==> src/rtl/cp0_pkg.sv <==
// CP0 register numbers, exception codes and Status/Cause field layout shared by the CP0 block.
// Pure definitions; no logic or timing of its own.
package cp0_pkg;

    localparam logic [4:0] CP0_BADVADDR = 5'd8;
    localparam logic [4:0] CP0_COUNT    = 5'd9;
    localparam logic [4:0] CP0_COMPARE  = 5'd11;
    localparam logic [4:0] CP0_SR       = 5'd12;
    localparam logic [4:0] CP0_CAUSE    = 5'd13;
    localparam logic [4:0] CP0_EPC      = 5'd14;
    localparam logic [4:0] CP0_PRID     = 5'd15;

    localparam logic [4:0] EXC_INT  = 5'd0;
    localparam logic [4:0] EXC_ADEL = 5'd4;
    localparam logic [4:0] EXC_ADES = 5'd5;
    localparam logic [4:0] EXC_RI   = 5'd10;
    localparam logic [4:0] EXC_OV   = 5'd12;

    localparam int SR_IE      = 0;
    localparam int SR_EXL     = 1;
    localparam int SR_IM_LO   = 8;
    localparam int SR_IM_HI   = 15;
    localparam int CAUSE_SW_LO = 8;
    localparam int CAUSE_SW_HI = 9;

    localparam logic [31:0] SR_WMASK    = 32'h0000_FF03;
    localparam logic [31:0] CAUSE_WMASK = 32'h0000_0300;

    // Only address-error exceptions capture the faulting address.
    function automatic logic is_addr_exc(input logic [4:0] code);
        return (code == EXC_ADEL) || (code == EXC_ADES);
    endfunction

endpackage

==> src/rtl/cp0_timer_ctrl_if.sv <==
// M-stage <-> CP0 signal bundle: mtc0/mfc0 access, exception info in, redirect request and EPC out.
// master = pipeline side, slave = CP0 side; no handshake, all signals are per-cycle.
interface cp0_timer_ctrl_if #(
    parameter int NUM_HWINT = 5
);
    logic                 we;
    logic [4:0]           addr;
    logic [31:0]          wdata;
    logic [31:0]          rdata;
    logic [31:0]          vpc;
    logic                 bd_in;
    logic [4:0]           exc_code_in;
    logic [31:0]          bad_vaddr_in;
    logic [NUM_HWINT-1:0] hw_int;
    logic                 eret;
    logic                 req;
    logic [31:0]          epc_out;

    modport master (
        output we, addr, wdata, vpc, bd_in, exc_code_in, bad_vaddr_in, hw_int, eret,
        input  rdata, req, epc_out
    );

    modport slave (
        input  we, addr, wdata, vpc, bd_in, exc_code_in, bad_vaddr_in, hw_int, eret,
        output rdata, req, epc_out
    );
endinterface

==> src/rtl/cp0_count_timer.sv <==
// Free-running Count with Compare match raising a sticky TI; writes load the next-cycle value.
// TI rises on the edge where Count becomes equal to Compare; writing Compare clears it.
module cp0_count_timer (
    input  logic        clk,
    input  logic        reset,
    input  logic        we_count,
    input  logic        we_compare,
    input  logic [31:0] wdata,
    output logic [31:0] count_o,
    output logic [31:0] compare_o,
    output logic        ti
);
    logic [31:0] count_q, count_d;
    logic [31:0] compare_q, compare_d;
    logic        ti_q, ti_d;

    always_comb begin
        count_d   = we_count ? wdata : count_q + 32'd1;
        compare_d = we_compare ? wdata : compare_q;
        // A Compare write acknowledges the interrupt even if the match lands this same cycle.
        if (we_compare)
            ti_d = 1'b0;
        else if (count_d == compare_q)
            ti_d = 1'b1;
        else
            ti_d = ti_q;
    end

    always_ff @(posedge clk) begin
        if (reset) begin
            count_q   <= '0;
            compare_q <= '0;
            ti_q      <= 1'b0;
        end else begin
            count_q   <= count_d;
            compare_q <= compare_d;
            ti_q      <= ti_d;
        end
    end

    assign count_o   = count_q;
    assign compare_o = compare_q;
    assign ti        = ti_q;
endmodule

==> src/rtl/cp0_timer_ctrl.sv <==
// Coprocessor 0: Status/Cause/EPC/BadVAddr, Count/Compare timer and interrupt/exception request.
// req and rdata are combinational; register side effects appear the cycle after the edge.
module cp0_timer_ctrl #(
    parameter int          NUM_HWINT  = 5,
    parameter logic [31:0] PRID_VALUE = 32'h0000_4350,
    parameter logic [31:0] ERR_CODE   = 32'hFFFF_FFFF
) (
    input logic              clk,
    input logic              reset,
    cp0_timer_ctrl_if.slave  bus
);
    import cp0_pkg::*;

    logic [7:0]  im_q, im_d;
    logic        exl_q, exl_d;
    logic        ie_q, ie_d;
    logic        bd_q, bd_d;
    logic [1:0]  ip_sw_q, ip_sw_d;
    logic [4:0]  ip_hw_q;
    logic        ip_ti_q;
    logic [4:0]  exc_code_q, exc_code_d;
    logic [31:0] epc_q, epc_d;
    logic [31:0] badvaddr_q, badvaddr_d;

    logic [31:0] count, compare;
    logic        ti;
    logic [4:0]  hw_ext;
    logic [7:0]  pend;
    logic        int_req, exc_req, req;

    cp0_count_timer u_timer (
        .clk        (clk),
        .reset      (reset),
        .we_count   (bus.we && (bus.addr == CP0_COUNT)),
        .we_compare (bus.we && (bus.addr == CP0_COMPARE)),
        .wdata      (bus.wdata),
        .count_o    (count),
        .compare_o  (compare),
        .ti         (ti)
    );

    // Pending interrupts use the live lines, not the IP copy, so req is same-cycle.
    assign hw_ext  = 5'(bus.hw_int);
    assign pend    = {ti, hw_ext, ip_sw_q};
    assign int_req = ie_q & ~exl_q & (|(pend & im_q));
    assign exc_req = |bus.exc_code_in;
    assign req     = int_req | exc_req;

    always_comb begin
        im_d       = im_q;
        exl_d      = exl_q;
        ie_d       = ie_q;
        bd_d       = bd_q;
        ip_sw_d    = ip_sw_q;
        exc_code_d = exc_code_q;
        epc_d      = epc_q;
        badvaddr_d = badvaddr_q;
        if (req) begin
            exc_code_d = exc_req ? bus.exc_code_in : EXC_INT;
            bd_d       = bus.bd_in;
            epc_d      = bus.bd_in ? bus.vpc - 32'd4 : bus.vpc;
            exl_d      = 1'b1;
            if (is_addr_exc(bus.exc_code_in))
                badvaddr_d = bus.bad_vaddr_in;
        end else if (bus.eret) begin
            exl_d = 1'b0;
        end else if (bus.we) begin
            case (bus.addr)
                CP0_SR: begin
                    im_d  = bus.wdata[SR_IM_HI:SR_IM_LO];
                    exl_d = bus.wdata[SR_EXL];
                    ie_d  = bus.wdata[SR_IE];
                end
                CP0_CAUSE: ip_sw_d = bus.wdata[CAUSE_SW_HI:CAUSE_SW_LO];
                CP0_EPC:   epc_d   = bus.wdata;
                default:   ;
            endcase
        end
    end

    always_ff @(posedge clk) begin
        if (reset) begin
            im_q       <= '0;
            exl_q      <= 1'b0;
            ie_q       <= 1'b0;
            bd_q       <= 1'b0;
            ip_sw_q    <= '0;
            ip_hw_q    <= '0;
            ip_ti_q    <= 1'b0;
            exc_code_q <= '0;
            epc_q      <= '0;
            badvaddr_q <= '0;
        end else begin
            im_q       <= im_d;
            exl_q      <= exl_d;
            ie_q       <= ie_d;
            bd_q       <= bd_d;
            ip_sw_q    <= ip_sw_d;
            ip_hw_q    <= hw_ext;
            ip_ti_q    <= ti;
            exc_code_q <= exc_code_d;
            epc_q      <= epc_d;
            badvaddr_q <= badvaddr_d;
        end
    end

    always_comb begin
        case (bus.addr)
            CP0_BADVADDR: bus.rdata = badvaddr_q;
            CP0_COUNT:    bus.rdata = count;
            CP0_COMPARE:  bus.rdata = compare;
            CP0_SR:       bus.rdata = {16'b0, im_q, 6'b0, exl_q, ie_q} & SR_WMASK;
            CP0_CAUSE:    bus.rdata = {bd_q, ti, 14'b0, ip_ti_q, ip_hw_q, ip_sw_q,
                                       1'b0, exc_code_q, 2'b0};
            CP0_EPC:      bus.rdata = epc_q;
            CP0_PRID:     bus.rdata = PRID_VALUE;
            default:      bus.rdata = ERR_CODE;
        endcase
    end

    assign bus.req     = req;
    assign bus.epc_out = epc_q;
endmodule

==> src/flat_wrapper.sv <==
// flat-port wrapper written by rule: the top's interface ports become plain ports
module cp0_timer_ctrl_flat import cp0_pkg::*;
#(
    parameter int          NUM_HWINT  = 5,
    parameter logic [31:0] PRID_VALUE = 32'h0000_4350,
    parameter logic [31:0] ERR_CODE   = 32'hFFFF_FFFF
)
  (clk, reset, bus_we, bus_addr, bus_wdata, bus_vpc, bus_bd_in, bus_exc_code_in, bus_bad_vaddr_in, bus_hw_int, bus_eret, bus_rdata, bus_req, bus_epc_out);
  cp0_timer_ctrl_if #(.NUM_HWINT(NUM_HWINT)) bus_i ();
  input logic clk;
  input logic reset;
  input wire logic [$bits(bus_i.we)-1:0] bus_we;
  input wire logic [$bits(bus_i.addr)-1:0] bus_addr;
  input wire logic [$bits(bus_i.wdata)-1:0] bus_wdata;
  input wire logic [$bits(bus_i.vpc)-1:0] bus_vpc;
  input wire logic [$bits(bus_i.bd_in)-1:0] bus_bd_in;
  input wire logic [$bits(bus_i.exc_code_in)-1:0] bus_exc_code_in;
  input wire logic [$bits(bus_i.bad_vaddr_in)-1:0] bus_bad_vaddr_in;
  input wire logic [$bits(bus_i.hw_int)-1:0] bus_hw_int;
  input wire logic [$bits(bus_i.eret)-1:0] bus_eret;
  output wire logic [$bits(bus_i.rdata)-1:0] bus_rdata;
  output wire logic [$bits(bus_i.req)-1:0] bus_req;
  output wire logic [$bits(bus_i.epc_out)-1:0] bus_epc_out;
  assign bus_i.we = bus_we;
  assign bus_i.addr = bus_addr;
  assign bus_i.wdata = bus_wdata;
  assign bus_i.vpc = bus_vpc;
  assign bus_i.bd_in = bus_bd_in;
  assign bus_i.exc_code_in = bus_exc_code_in;
  assign bus_i.bad_vaddr_in = bus_bad_vaddr_in;
  assign bus_i.hw_int = bus_hw_int;
  assign bus_i.eret = bus_eret;
  assign bus_rdata = bus_i.rdata;
  assign bus_req = bus_i.req;
  assign bus_epc_out = bus_i.epc_out;
  cp0_timer_ctrl #(.NUM_HWINT(NUM_HWINT), .PRID_VALUE(PRID_VALUE), .ERR_CODE(ERR_CODE)) u_core (.clk(clk), .reset(reset), .bus(bus_i));
endmodule
==> config.mk <==
export PLATFORM = sky130hd
export DESIGN_NAME = cp0_timer_ctrl_flat
export DESIGN_NICKNAME = d
export VERILOG_FILES = /design/src/rtl/cp0_pkg.sv /design/src/rtl/cp0_timer_ctrl_if.sv /design/src/rtl/cp0_count_timer.sv /design/src/rtl/cp0_timer_ctrl.sv /design/src/flat_wrapper.sv
export SDC_FILE = /design/constraint.sdc
export NUM_CORES = 1
export LEC_CHECK = 0
export CORE_ASPECT_RATIO = 1.4
export CORE_MARGIN = 5
export CORE_UTILIZATION = 58
export CTS_BUF_LIST = sky130_fd_sc_hd__clkbuf_4 sky130_fd_sc_hd__clkbuf_8
export DETAILED_ROUTE_END_ITERATION = 6
export PLACE_DENSITY = 0.88
export SLEW_MARGIN = 0
export SYNTH_ARGS = -nofsm -noshare
export SYNTH_HDL_FRONTEND = slang
export SYNTH_SLANG_ARGS = --single-unit
==> constraint.sdc <==
create_clock -name clk -period 4.5 [get_ports clk]
set_input_delay 0.9 -clock clk [delete_from_list [all_inputs] [get_ports clk]]
set_output_delay 0.9 -clock clk [all_outputs]
set_load 0.03 [all_outputs]
==> flow_summary.ini <==
[critical_path]
critPathMaxFanout = 24
worstSetupStartpointType = input pin
endpoint_kind = output port
arrival_ns = 3.17
worstSetupPathType = input pin to output port
worstPathRequired_ns = 3.60

[global_routing]
grt_pass1_vias = 9546
grt_start_max_net_pins = 84
grt_first_pass_wirelength_um = 54300
grt-ovfl-total = 0
grt_use_met1 = 0.498
use_met3 = 0.0654
top_usage_layer = met2
grt_use_total = 0.375
grtUsageMet2 = 0.588
antenna_found_initial = 0

[floorplanning]
initial_core_util = 0.589
core-area_um2 = 15600
die_w_um = 116
die_h_um = 159
die-area_um2 = 18500
boundaryPins = 181
fp-row-count = 54

[clocking]
ctsHoldBuffers = 0
clockBufferDepth = 2
postCtsResizedCells = 0
cts_made_buffers = 17
cts_tree = yes
cts_setup_buffers = 0
insertion_delay_ns = 0.48
cts.sinks = 153
root_buffer = clkbuf_8
cts_max_level = 4
path_clk_slew_ns = 0.09

[logic_synthesis]
syn_area_um2 = 9190
synth_top_area_frac = 0.333
yosys-top-cells-count = nand2_1 (179), dfxtp_1 (153), nor2_1 (104), a21oi_1 (95), clkbuf_1 (85)
synthMostInstantiatedCell = nand2_1
synth-async-reset-ratio = 0
synth_xor_area_frac = 0.0894
synth_cells = 1186
synth_flop_cell = dfxtp_1
seq_area_frac_synth = 0.333
synth_top_family_by_area = simple AND/OR/NAND/NOR gates
synth_cell_types = 71
synth_edf_count = 0
synth.area.top_cells = dfxtp_1 (33%), nand2_1 (7.3%), mux2i_1 (5.4%)
synthAdderAreaFrac = 0.00272
syn_avg_cell_area_um2 = 7.75
yosys.area_share.simple = 0.256
yosysTopAreaCell = dfxtp_1
synth_seq_cells = 153
yosysWarnings = 0
synth_compound_area_frac = 0.212
syn-num-nets = 1304
yosys-mux-area-fraction = 0.0581

[power_and_ir_drop]
vdd_drop_max_mv = 0.219
power_frac_seq = 0.476
pwr-share-clk = 0.338
power.density_nw_per_um2 = 260
p_sw_frac = 0.317
p_sw_uw = 959
total_power_uw = 3020
comb_power_share = 0.185
p_int_uw = 2060
p_leak_uw = 0.00394

[routing]
routedWlPerCell_um = 22.9
drt-pass1-iter-count = 7
viasPerCell = 6.59
drc = 7
routed_wl_um = 35000
final_antenna_net_count = 0
dr_total_vias = 10100
drtIter0Drc = 1341

[timing]
final-hold-violation-count = 0
final.setup_skew_ns = 0.0146
fmax_mhz = 246
period_share = 0.905
setup_tns_ns = 0
slew_violations = 0
rsz0062_at_grt = false
worstMarginPinSlew_ns = 1.22
finalCriticalPeriod_ns = 4.07
setup_viol = 0
slew_headroom = 0.183

[min_path]
hold_path.class = flip-flop to flip-flop

[layout]
regArea_um2 = 3060
fin_nets = 1436
area_growth_pct = 26.4
finalInstanceArea_um2 = 11600
fillCellCount = 1176
layout-drive-gt1-share = 0.0864
num_antenna_cells = 0
multi_input_area_um2 = 5740

[placed_design]
gp_congestion = 1.05
dp_hpwl_um = 26500
placed_area_um2 = 11200
port_buffers = 180

[flow_run]
maxCapViolCount = 0

[run_status]
status = finished with violations
violations = DRC
[final cells by class]
type | count | share of cell area
multi-input combinational | 917 | 0.494
clock buffer | 18 | 0.0213
timing repair buffer | 211 | 0.183
clock inverter | 14 | 0.0109
sequential | 153 | 0.264
tap | 196 | 0.0211
inverter | 18 | 0.00582
[registers in the layout, indices dropped and copies added, names as in the netlist]
name / flops
u_core.bus.epc_out: 32
u_core.ip_ti_q: 1
u_core.bd_q: 1
u_core.u_timer.count_o: 32
u_core.ip_hw_q: 5
u_core.exl_q: 1
u_core.ip_sw_q: 2
u_core.im_q: 8
u_core.u_timer.compare_o: 32
u_core.ie_q: 1
u_core.exc_code_q: 5
u_core.badvaddr_q: 32
u_core.u_timer.ti: 1
[per-stage QoR]
stage | hold slack (ns) | setup slack [ns] | cells | utilization
finish | 0.464 | 0.428 | 1527 | 0.744
floorplan | 0.432 | 0.988 | 1186 | -
global route | 0.476 | 0.297 | 1527 | 0.744
detailed placement | 0.447 | 0.473 | 1495 | 0.720
global placement | 0.443 | 0.523 | 1495 | 0.720
CTS | 0.459 | 0.473 | 1527 | 0.744
[worst max-delay path, stage by stage]
cell and delay (ns):
clkdlybuf4s50_1 0.75, buf_4 0.28, inv_1 0.09, nor3_2 0.20
buf_4 0.32, buf_4 0.21, a22oi_1 0.09, nand3_1 0.17
buf_12 0.14
[cell usage in the layout, fill, tap and decap left out, drive strengths merged, types with 4 or more instances in the layout]
cell type	count
or3	13
o21ai	24
dfxtp	153
nand4b	4
o2111ai	4
nor2b	18
a31oi	7
a211oi	60
mux2i	50
buf	63
nor3	28
or4	13
a21oi	95
nand2b	11
nand3	42
nor2	104
inv	27
nor4	17
and4	5
o211ai	5
xnor2	41
a22oi	35
xor2	45
and3	6
clkbuf	18
a311oi	6
and4b	4
clkdlybuf4s50	148
nand2	179
nand4	20
a221o	17
[power by group through the flow]
stage | combinational, µW | sequential, µW | clock (µW)
after CTS | 553 | 1440 | 1010
after detailed placement | 550 | 1470 | 0
final | 560 | 1440 | 1020
after floorplan | 231 | 1480 | 0
after global routing | 589 | 1440 | 1080
after global placement | 545 | 1470 | 0
[final timing paths]
path         slack [ns]                                  to                                  start  cells after the start
max                0.43                        bus_rdata[2]                            bus_addr[1]                      9
min                0.46  u_core.badvaddr_q[29]$_SDFFE_PP0P_     u_core.badvaddr_q[29]$_SDFFE_PP0P_                      2
max reg2reg        1.07      u_core.u_timer.ti$_SDFFE_PP0N_  u_core.u_timer.count_o[10]$_SDFF_PP0_                      8
min reg2reg        0.46  u_core.badvaddr_q[29]$_SDFFE_PP0P_     u_core.badvaddr_q[29]$_SDFFE_PP0P_                      2
[cell families after synthesis]
kind of cell / Yosys count
XOR/XNOR: 89
adder cells (fa/ha/maj): 2
AO/OA/AOI/OAI: 288
flip-flops: 153
multiplexers: 53
AND/OR/NAND/NOR: 485
buffers and inverters: 116
[layer usage]
metal / vias up / part of all wire
met5: - / 0
met4: 0 / 0.045
met3: 112 / 0.096
met2: 632 / 0.47
met1: 4748 / 0.39
li1: 4568 / -
Power figures use the tool's default switching activity.
